--- config.mk ---
export PLATFORM = sky130hd
export DESIGN_NAME = jtpang_objdma
export DESIGN_NICKNAME = d
export VERILOG_FILES = /design/src/rtl/jtpang_objdma.sv
export SDC_FILE = /design/constraint.sdc
export NUM_CORES = 1
export LEC_CHECK = 0
export ABC_AREA = 1
export CORE_AREA = 2 2 80 59
export DETAILED_ROUTE_END_ITERATION = 12
export DIE_AREA = 0 0 82 61
export PLACE_DENSITY_LB_ADDON = 0.3
export RECOVER_POWER = 25
export SETUP_SLACK_MARGIN = 0.5
export SLEW_MARGIN = 25
export SYNTH_ARGS = -nofsm -noshare
export SYNTH_HDL_FRONTEND = slang
export SYNTH_SLANG_ARGS = --single-unit
--- constraint.sdc ---
create_clock -name clk -period 4.4 [get_ports clk]
set_input_delay 0.44 -clock clk [delete_from_list [all_inputs] [get_ports clk]]
set_output_delay 0.44 -clock clk [all_outputs]
set_load 0.01 [all_outputs]
--- src/rtl/jtpang_objdma.sv ---
// Object DMA: on a CPU strobe, takes the Z80 bus and copies LEN bytes from
// shared RAM (starting at SRC) into the object buffer, three cen cycles
// per byte (address, read, write).
module jtpang_objdma #(
  parameter int              AW     = 12,
  parameter int              LEN    = 512,
  parameter logic [AW-1:0]   SRC    = '0,
  parameter bit              VBWAIT = 1'b1,
  localparam int             OW     = (LEN > 1) ? $clog2(LEN) : 1
) (
  input  logic          clk,
  input  logic          rst_n,
  input  logic          cen,
  input  logic          dma_go,
  input  logic          LVBL,
  output logic          busrq_n,
  input  logic          busak_n,
  output logic [AW-1:0] dma_addr,
  output logic          dma_cs,
  input  logic [7:0]    ram_dout,
  output logic [OW-1:0] obj_addr,
  output logic [7:0]    obj_din,
  output logic          obj_we,
  output logic          busy,
  output logic          done
);

  typedef enum logic [2:0] {
    ST_IDLE   = 3'd0,
    ST_WAITVB = 3'd1,
    ST_REQ    = 3'd2,
    ST_ADDR   = 3'd3,
    ST_READ   = 3'd4,
    ST_WRITE  = 3'd5,
    ST_REL    = 3'd6
  } state_t;

  localparam logic [OW-1:0] LAST_BYTE = OW'(LEN - 1);

  state_t        state_q, state_d;
  logic          pending_q, pending_d;
  logic          go_prev_q;
  logic [OW-1:0] cnt_q, cnt_d;       // byte counter, also the object-buffer address
  logic [AW-1:0] off_q, off_d;       // source offset from SRC, wraps modulo 2**AW
  logic [7:0]    din_q, din_d;

  logic go_edge;
  logic granted;
  logic in_xfer;

  // Rising-edge detect on the CPU strobe, evaluated every clk (not cen-gated)
  assign go_edge = dma_go & ~go_prev_q;
  assign granted = cen & ~busak_n;
  assign in_xfer = (state_q == ST_ADDR) || (state_q == ST_READ) || (state_q == ST_WRITE);

  // Next-state, counters and captured data; bus loss freezes the byte loop in place
  always_comb begin
    state_d   = state_q;
    pending_d = pending_q | go_edge;
    cnt_d     = cnt_q;
    off_d     = off_q;
    din_d     = din_q;
    case (state_q)
      ST_IDLE: begin
        if (cen && pending_d) begin
          state_d   = VBWAIT ? ST_WAITVB : ST_REQ;
          pending_d = 1'b0;
        end
      end
      ST_WAITVB: begin
        if (cen && !LVBL) state_d = ST_REQ;
      end
      ST_REQ: begin
        if (granted) begin
          state_d = ST_ADDR;
          cnt_d   = '0;
          off_d   = '0;
        end
      end
      ST_ADDR: begin
        if (granted) state_d = ST_READ;
      end
      ST_READ: begin
        if (granted) begin
          din_d   = ram_dout;
          state_d = ST_WRITE;
        end
      end
      ST_WRITE: begin
        if (granted) begin
          cnt_d   = cnt_q + 1'b1;
          off_d   = off_q + 1'b1;
          state_d = (cnt_q == LAST_BYTE) ? ST_REL : ST_ADDR;
        end
      end
      ST_REL: begin
        if (cen) state_d = ST_IDLE;
      end
      default: state_d = ST_IDLE;
    endcase
  end

  // State and datapath registers; reset wins over cen and drops the bus at once
  always_ff @(posedge clk) begin
    if (!rst_n) begin
      state_q   <= ST_IDLE;
      pending_q <= 1'b0;
      go_prev_q <= 1'b0;
      cnt_q     <= '0;
      off_q     <= '0;
      din_q     <= 8'd0;
    end else begin
      state_q   <= state_d;
      pending_q <= pending_d;
      go_prev_q <= dma_go;
      cnt_q     <= cnt_d;
      off_q     <= off_d;
      din_q     <= din_d;
    end
  end

  // Outputs decoded from state; bus-side strobes are masked whenever the grant drops
  always_comb begin
    busrq_n  = ~((state_q == ST_REQ) || in_xfer);
    dma_cs   = in_xfer & ~busak_n;
    obj_we   = (state_q == ST_WRITE) & granted;
    busy     = (state_q != ST_IDLE) && (state_q != ST_REL);
    done     = (state_q == ST_REL) & cen;
    dma_addr = SRC + off_q;
    obj_addr = cnt_q;
    obj_din  = din_q;
  end

endmodule

; Word level (Yosys, flattened, before mapping)
; Index checks and enable logic that the tools add are counted.
; W data, S select, Z words.
[op_classes]
n_addsub = 2
reduce_logical = 13
bitwise = 9
n_mux = 17
eq_ne = 15
[ops]
columns = operator, count
row1 = $mux W12, 2
row2 = $mux W3, 8
row3 = $pmux W12 S2, 1
row4 = $pmux W3 S7, 1
row5 = $mux W9, 2
row6 = $pmux W9 S2, 1
row7 = $ne A2 B2 Y1 const B, 7
row8 = $add A12 B1 Y12 const B, 1
row9 = $add A9 B1 Y9 const B, 1
row10 = $eq A3 B3 Y1 const B, 3
row11 = $eq A9 B9 Y1 const B, 1
row12 = $reduce_and A7 Y1, 1
row13 = $eq A3 B2 Y1 const B, 2
row14 = $and A1 B1 Y1, 5
row15 = $eq A3 B1 Y1 const B, 1
row16 = $logic_and A1 B1 Y1, 3
row17 = $logic_not A3 Y1, 1
row18 = $logic_or A1 B1 Y1, 3
row19 = $ne A3 B3 Y1 const B, 1
row20 = $not A1 Y1, 3
row21 = $reduce_and A3 Y1, 1
row22 = $reduce_bool A3 Y1, 1
row23 = $mux W1, 2
row24 = $reduce_and A2 Y1, 1
row25 = 3 further kinds, 3
[totals]
elab_cells = 62
in_bits = 14
out_inout_bits = 34
reg_bits = 34

; Depth between registers and ports, before layout
[depth]
word_depth = 6
mapped_depth = 11
depth_no_buf = 11

; Least setup slack after synthesis
; Ideal clock, no wire load.
[synth_timing]
path_kind = reg-to-reg
start = register cnt_q[0] (netlist: obj_addr[0])
end = register state_q[0]
setup_slack_ns = 2.811
setup_ns = 0.115
synth_period_minus_slack_ns = 1.589
path_stages_with_launch = 12
t_arrival_ns = 1.474
n_path_buf = 0
path_cell_list = dfxtp_1 -> ha_1 -> nand3_1 -> nor2_1 -> nand3_1 -> nor2_1 -> ha_1 -> o21ai_0 -> o21ai_0 -> nand3_1 -> nand2_1 -> nor2_1
[synth_between]
elab_chain_cells = 4
[synth_rtl]
columns = item, line
row1 = "start, declared", 43  ; logic [OW-1:0] cnt_q, cnt_d;
row2 = "start signal, assigned", 116  ; cnt_q <= cnt_d;
row3 = $eq A9 B9 Y1, 93  ; state_d = (cnt_q == LAST_BYTE) ? ST_REL : ST_ADDR;
row4 = $mux W3, 93
row5 = $mux W3, 90  ; if (granted) begin
row6 = $pmux W3 S7, 63  ; case (state_q)
row7 = "end signal, assigned", 113  ; state_q <= state_d;
row8 = "end, declared", 40  ; state_t state_q, state_d;
; No other way between the ends. The select of a mux whose other input is x is not followed.
; A chain may end at the register's enable or synchronous reset.

; Worst setup path in the final report
[layout_timing]
start = input port cen
end = output port obj_we
[layout_between]
elab_chain_cells = 2
[layout_rtl]
columns = item, line
row1 = "start, declared", 13  ; input logic cen,
row2 = $and A1 B1 Y1, 53  ; assign granted = cen & ~busak_n;
row3 = $and A1 B1 Y1, 126  ; obj_we = (state_q == ST_WRITE) & granted;
row4 = "end, declared", 23  ; output logic obj_we,
; No other way between the ends.

==> flow_summary.toml <==
[final_layout]
drive_gt1_share_pct = 7.843
finalNetCount = 322
area.growth.synth_to_final_pct = 32.14
antenna_cells = 0

[grt]
grt_max_degree = 22
grt_pass1_wl_mm = 6.989
antenna_found_initial = 0
grt-ovfl-total = 0
grt_pass1_vias = 1611
track_usage_pct = 18.45

[timing]
drv_slew = 0
worstMarginPinSlew_ns = 0.9154
fin_skew_ns = 0.005900
rsz0062_at_grt = "no"
setup_violations = 0
period_needed_ns = 2.548
fin_crit_sh_pct = 57.91
tns_ns = 0
finalHoldViolations = 0
whs_ns = 0.4820
slew_headroom_pct = 38.98
fmax_mhz = 392.5

[pwr]
vdd_drop_max_mv = 0.1507
p_per_area_mw_per_mm2 = 355.0
p_clk_share_pct = 29.1
pwr-share-comb_pct = 28.3
p_seq_share_pct = 42.6
p_leak_nw = 0.9665
sw_frac_of_total_pct = 33.30
internal-power_uw = 555.5
p_switching_uw = 277.3

[logic_synthesis]
syn-cell-area_mm2 = 0.001775
synth_edf_count = 0
synth.avg_cell_area_um2 = 6.855
syn-instance-count = 259
ys_ff_latch = 34
yosysMostFrequentCell = "nand2_1"
synth-seq-area-share_pct = 38.34
synthDominantCellAreaShare_pct = 38.34
ys_warn_count = 0
async_reset_ff_share_pct = 0
synthDistinctLibCells = 27
syn_nets = 276
synthTopCellsByCount = "nand2_1, nor2_1, dfxtp_1, inv_1, a21oi_1"
synthFlopType = "dfxtp_1"
synth_largest_area_cell = "dfxtp_1"
ys_top_cells_by_area = "dfxtp_1, nand2_1, nor2_1"

[critical_path]
cp.required_ns = 3.96
endpoint_kind = "output pin"
startpoint_type = "input port"
cp_max_fo = 20
crit_type = "input port to output pin"
crit_arrival_ns = 2.11

[floorplan]
start_util_pct = 42.23
die_area_mm2 = 0.005002
rows = 20
fp.dieW_um = 82
dieHeight_um = 61
boundaryPins = 48
core-area_mm2 = 0.004204

[status]
status = "finished, final reports clean"

[hold_path]
hold_path.class = "flip-flop to flip-flop"

[cts]
cts_setup_buffers = 0
path_clk_slew_ns = 0.07
cts_resized = 0
numClockSinks = 34
htree_num_levels = 2
postCtsHoldBufs = 0
numCtsBuffers = 5
cts_tree = "done"
cts_root_buffer = "clkbuf_8"
insertion_delay_ns = 0.29
clk_path_buf_depth = 2

[drt]
wl_per_cell_um = 11.20
drt-initial-drc-count = 101
drc_errors = 0
drt_wl_total_mm = 4.044
dr_total_vias = 1748
antenna_left = 0
drt_pre_antenna_iters = 4
viasPerCell = 4.842

[placement]
finalWeightedCongestion = 0.8219
port_buffers = 47
dp_hpwl_mm = 2.921

[job]
max-cap-violations = 0
## area by class of cell
cell class	instances	area, um^2
fillers	414	1858
multi-input cells	183	904.6
flip-flops and latches	34	680.7
repair buffers	48	474.2
inverters	33	126.4
clock buffers	7	86.33
well taps	55	68.82
clock inverters	1	5.005
## placed cells by master, fill, tap and decap left out, drive strengths merged, types with 8 or more instances in the layout
cell / count
o21ai: 23
nor2: 43
a21oi: 27
nand3: 24
clkdlybuf4s50: 35
clkbuf: 8
dlygate4sd3: 12
nand2: 55
inv: 33
dfxtp: 34
## power groups by stage
stage | combinational (mW) | sequential [mW] | clock, mW
after detailed placement | 0.239 | 0.362 | 0
final | 0.236 | 0.355 | 0.242
after global routing | 0.261 | 0.359 | 0.268
after global placement | 0.238 | 0.361 | 0
after floorplan | 0.177 | 0.347 | 0
after CTS | 0.240 | 0.355 | 0.250
## registers in the layout (all words and copies together) (netlist names)
register,flops
obj_din,8
off_q,12
go_prev_q,1
pending_q,1
obj_addr,9
state_q,3
## per-stage QoR
step                      area, um^2  util (%)  setup WS (ns)  total power [mW]  cells
after CTS                       2350     55.89          1.846            0.8451    361
after global placement          2258     53.72          1.864            0.5991    353
final                           2346     55.80          1.852            0.8328    361
after global routing            2346     55.80          1.771            0.8875    361
after detailed placement        2258     53.72          1.852            0.6002    353
after floorplan                 1775         -          2.811            0.5240    259
## final timing paths
path | start | endpoint | slack, ns | depth (start not counted)
worst max-delay path | cen | obj_we | 1.85 | 6
worst min-delay path | off_q[9] | off_q[9] | 0.48 | 2
worst max register to register | obj_addr[0] | state_q[0] | 2.67 | 11
worst min register to register | off_q[9] | off_q[9] | 0.48 | 2
## cells by family (layout without fill, tap and decap cells)
group	Yosys count	in the layout	share of synthesized area (%)
compound gates	52	52	15.22
xor+xnor	1	1	0.4934
fa+ha+maj	3	3	2.114
buf+inv	42	89	10.71
flops	34	34	38.34
simple gates	127	127	33.12
## worst max-delay path: stages
cell and delay (ns):
clkdlybuf4s50_1 0.54, inv_2 0.07, nor2_4 0.12, inv_4 0.09, nor2_8 0.25, clkdlybuf4s50_1 0.59
## routing by layer
layer	vias to the layer above	global-route usage [%]	part of all wire, %
met2	42	29.04	42
met5	-	0	0
met3	6	6.994	6.2
met4	0	5.000	1.0
met1	777	24.00	51
li1	923	-	-
Note: power is estimated with default switching activity, not from simulation.
==> variant: new RTL, same flow settings <==
Register the output `obj_addr`; this adds one clock of latency there. The other outputs are not delayed to match.
--- a/src/rtl/jtpang_objdma.sv
+++ b/src/rtl/jtpang_objdma.sv
@@ -36,6 +36,8 @@
   } state_t;
 
   localparam logic [OW-1:0] LAST_BYTE = OW'(LEN - 1);
+
+  logic [OW-1:0] obj_addr_d;
 
   state_t        state_q, state_d;
   logic          pending_q, pending_d;
@@ -127,8 +129,12 @@
     busy     = (state_q != ST_IDLE) && (state_q != ST_REL);
     done     = (state_q == ST_REL) & cen;
     dma_addr = SRC + off_q;
-    obj_addr = cnt_q;
+    obj_addr_d = cnt_q;
     obj_din  = din_q;
+  end
+
+  always_ff @(posedge clk) begin
+    obj_addr <= obj_addr_d;
   end
 
 endmodule
Behaviour: not the same (Yosys sat finds a counterexample within 10 cycles, from zero or initial values and one cycle with rst_n low).
==> variant against the original RTL <==
Wire length increased by 4.5%. Final area increased by 8.9%. Largest cell class unchanged. Count of clock-buffer cells in the layout decreased by 1. Area after synthesis increased by 9.6%. Total power increased by 19%. Critical path type unchanged. Setup slack got worse by 0.22 ns. Sequential cell count increased by 9. First-iteration DRC count increased by 5.0%.
==> variant: results (changes against the original RTL) <==
Outcome
  • Status: finished, final reports clean (unchanged)

GRT
  • Global-route wire length before repair: 6900 um (was 6990 um)
  • GRT Total Usage: 18.3% (was 18.5%)
  • Initial antenna violation count: 0 (unchanged)
  • Largest net degree at the start of global routing: 26 (was 22)
  • Vias in the first global route: 1,591 (was 1,611)

Route
  • Wire per inst: 11.1 um (was 11.2 um)
  • Routed via count: 1,840 (was 1,748)
  • Iter 0 DRT Violations: 106 (was 101)
  • Drt pass-1 iters: 5 (was 4)

CTS
  • Post-CTS sizing: 0 (unchanged)
  • CTS Buf Count: 5 (unchanged)
  • CTS max path bufs: 2 (unchanged)
  • CTS clock-pin slew for the worst setup and hold paths: 0.08 ns
  • Root Driver: clkbuf_8 (unchanged)
  • CTS HTree Levels: 2 (unchanged)
  • Worst-skew pair later-pin latency: 0.30 ns
  • Setup bufs post-CTS: 0 (unchanged)

Synthesis
  • Seq/Total Area, Yosys: 44.2% (was 38.3%)
  • Async S/R FF share, synth: 0% (unchanged)
  • Syn nets: 293 (was 276)
  • Yosys cell types: 24 (was 27)
  • Synth area leaders: dfxtp_1 (44%), nand2_1 (13%), nor2_1 (8.3%), o21ai_0 (5.9%), a21oi_1 (5.4%) (was dfxtp_1 (38%), nand2_1 (11%), nor2_1 (7.6%), a21oi_1 (7.3%), nand3_1 (6.2%))
  • Synth Warn #: 0 (unchanged)
  • Share of the synthesized area in the top cell type: 44.2% (was 38.3%)
  • Post-synth top cells: nand2_1 (67), dfxtp_1 (43), nor2_1 (43) (was nand2_1 (54), nor2_1 (36), dfxtp_1 (34))

Setup path
  • Worst EP arrival: 2.33 ns (was 2.11 ns)
  • FF-to-FF Start: state_q[0]$_SDFFE_PN0P_ (was obj_addr[0]$_SDFFE_PN0P_)
  • Worst Reg-to-Reg Cells: 6 (was 11)
  • Reg2reg end: off_q[2]$_SDFFE_PN0P_ (was state_q[0]$_SDFFE_PN0P_)
  • Crit path max fanout: 20 (unchanged)
  • Critical Path End: obj_we (unchanged)
  • FF-to-FF setup slack: 2.65 ns (was 2.67 ns)
  • Crit path launch: cen (unchanged)

Power and ir drop
  • Max IR drop VDD: 225 uV (was 151 uV)
  • P_leak: 1.04 nW (was 0.967 nW)

Layout
  • Layout cells sized above 1: 7.08% (was 7.84%)
  • Diode count: 0 (unchanged)
  • Top Registers: off_q: 12 flops, cnt_q: 9 flops, obj_addr: 9 flops
  • Final net count: 341 (was 322)
  • Fill count: 384 (was 414)

STA
  • Post-route clock skew: 0.00670 ns (was 0.00590 ns)
  • Least-Margin Pin Slew: 0.819 ns (was 0.915 ns)

Placed design
  • HPWL after DPL: 3010 um (was 2920 um)
  • Port Buffers: 47 (unchanged)
  • Gp weighted congestion: 0.872 (was 0.822)

Hold path
  • Worst min path class: reg2reg (unchanged)

Flow run
  • Max-cap violation count: 0 (unchanged)
-- variant: through the flow --
stage	setup WS (ns)	cells	power, mW	area, um^2	hold slack [ns]
final	1.63	380	0.989	2550	0.380
after CTS	1.63	380	0.998	2550	0.380
after global placement	1.66	372	0.678	2440	0.364
after detailed placement	1.64	372	0.681	2440	0.369
after floorplan	2.90	276	0.599	1950	0.351
after global routing	1.51	380	1.05	2550	0.388
-- variant: worst min path at each step --
stage,start,end,slack (ns),cells after the start
after floorplan,cnt_q[5]$_SDFFE_PN0P_,obj_addr[5]$_DFF_P_,0.35,0
after global placement,cnt_q[3]$_SDFFE_PN0P_,obj_addr[3]$_DFF_P_,0.36,0
after detailed placement,cnt_q[3]$_SDFFE_PN0P_,obj_addr[3]$_DFF_P_,0.37,0
after CTS,cnt_q[3]$_SDFFE_PN0P_,obj_addr[3]$_DFF_P_,0.38,0
after global routing,cnt_q[5]$_SDFFE_PN0P_,obj_addr[5]$_DFF_P_,0.39,0
final,cnt_q[3]$_SDFFE_PN0P_,obj_addr[3]$_DFF_P_,0.38,0
-- variant: logic make-up after synthesis --
| logic type | Yosys count | synth area share, % |
|---|---|---|
| and+or+nand+nor | 145 | 32.5 |
| AOI/OAI and AO/OA | 49 | 12.9 |
| adders and majority gates | 3 | 1.93 |
| buffers and inverters | 36 | 8.42 |
| DFF | 43 | 44.2 |
-- variant: area by class of cell --
cell class | instances | area, um^2 | area share, %
Multi-Input combinational cell | 197 | 921 | 36.1
Sequential cell | 43 | 861 | 33.7
Timing Repair Buffer | 47 | 470 | 18.4
Inverter | 30 | 115 | 4.51
Clock buffer | 6 | 82.6 | 3.23
Tap cell | 55 | 68.8 | 2.69
Clock inverter | 2 | 35.0 | 1.37
-- variant: critical path, cell delays in order --
cell             delay [ns]
clkdlybuf4s50_1        0.58
nand2_2                0.18
nor2_4                 0.48
clkdlybuf4s50_1        0.64
-- variant: power breakdown --
group	switching [mW]	leakage [nW]	internal, mW
clock	0.133	0.0612	0.184
sequential	0.0254	0.348	0.410
combinational	0.137	0.635	0.0998
-- variant: per-layer routing --
layer / track usage (%) / up-vias / share of wire, %
li1: - / 983 / -
met1: 24.9 / 805 / 50
met2: 28.3 / 44 / 43
met3: 4.46 / 8 / 5.6
met4: 7.14 / 0 / 1.4
met5: 0 / - / 0
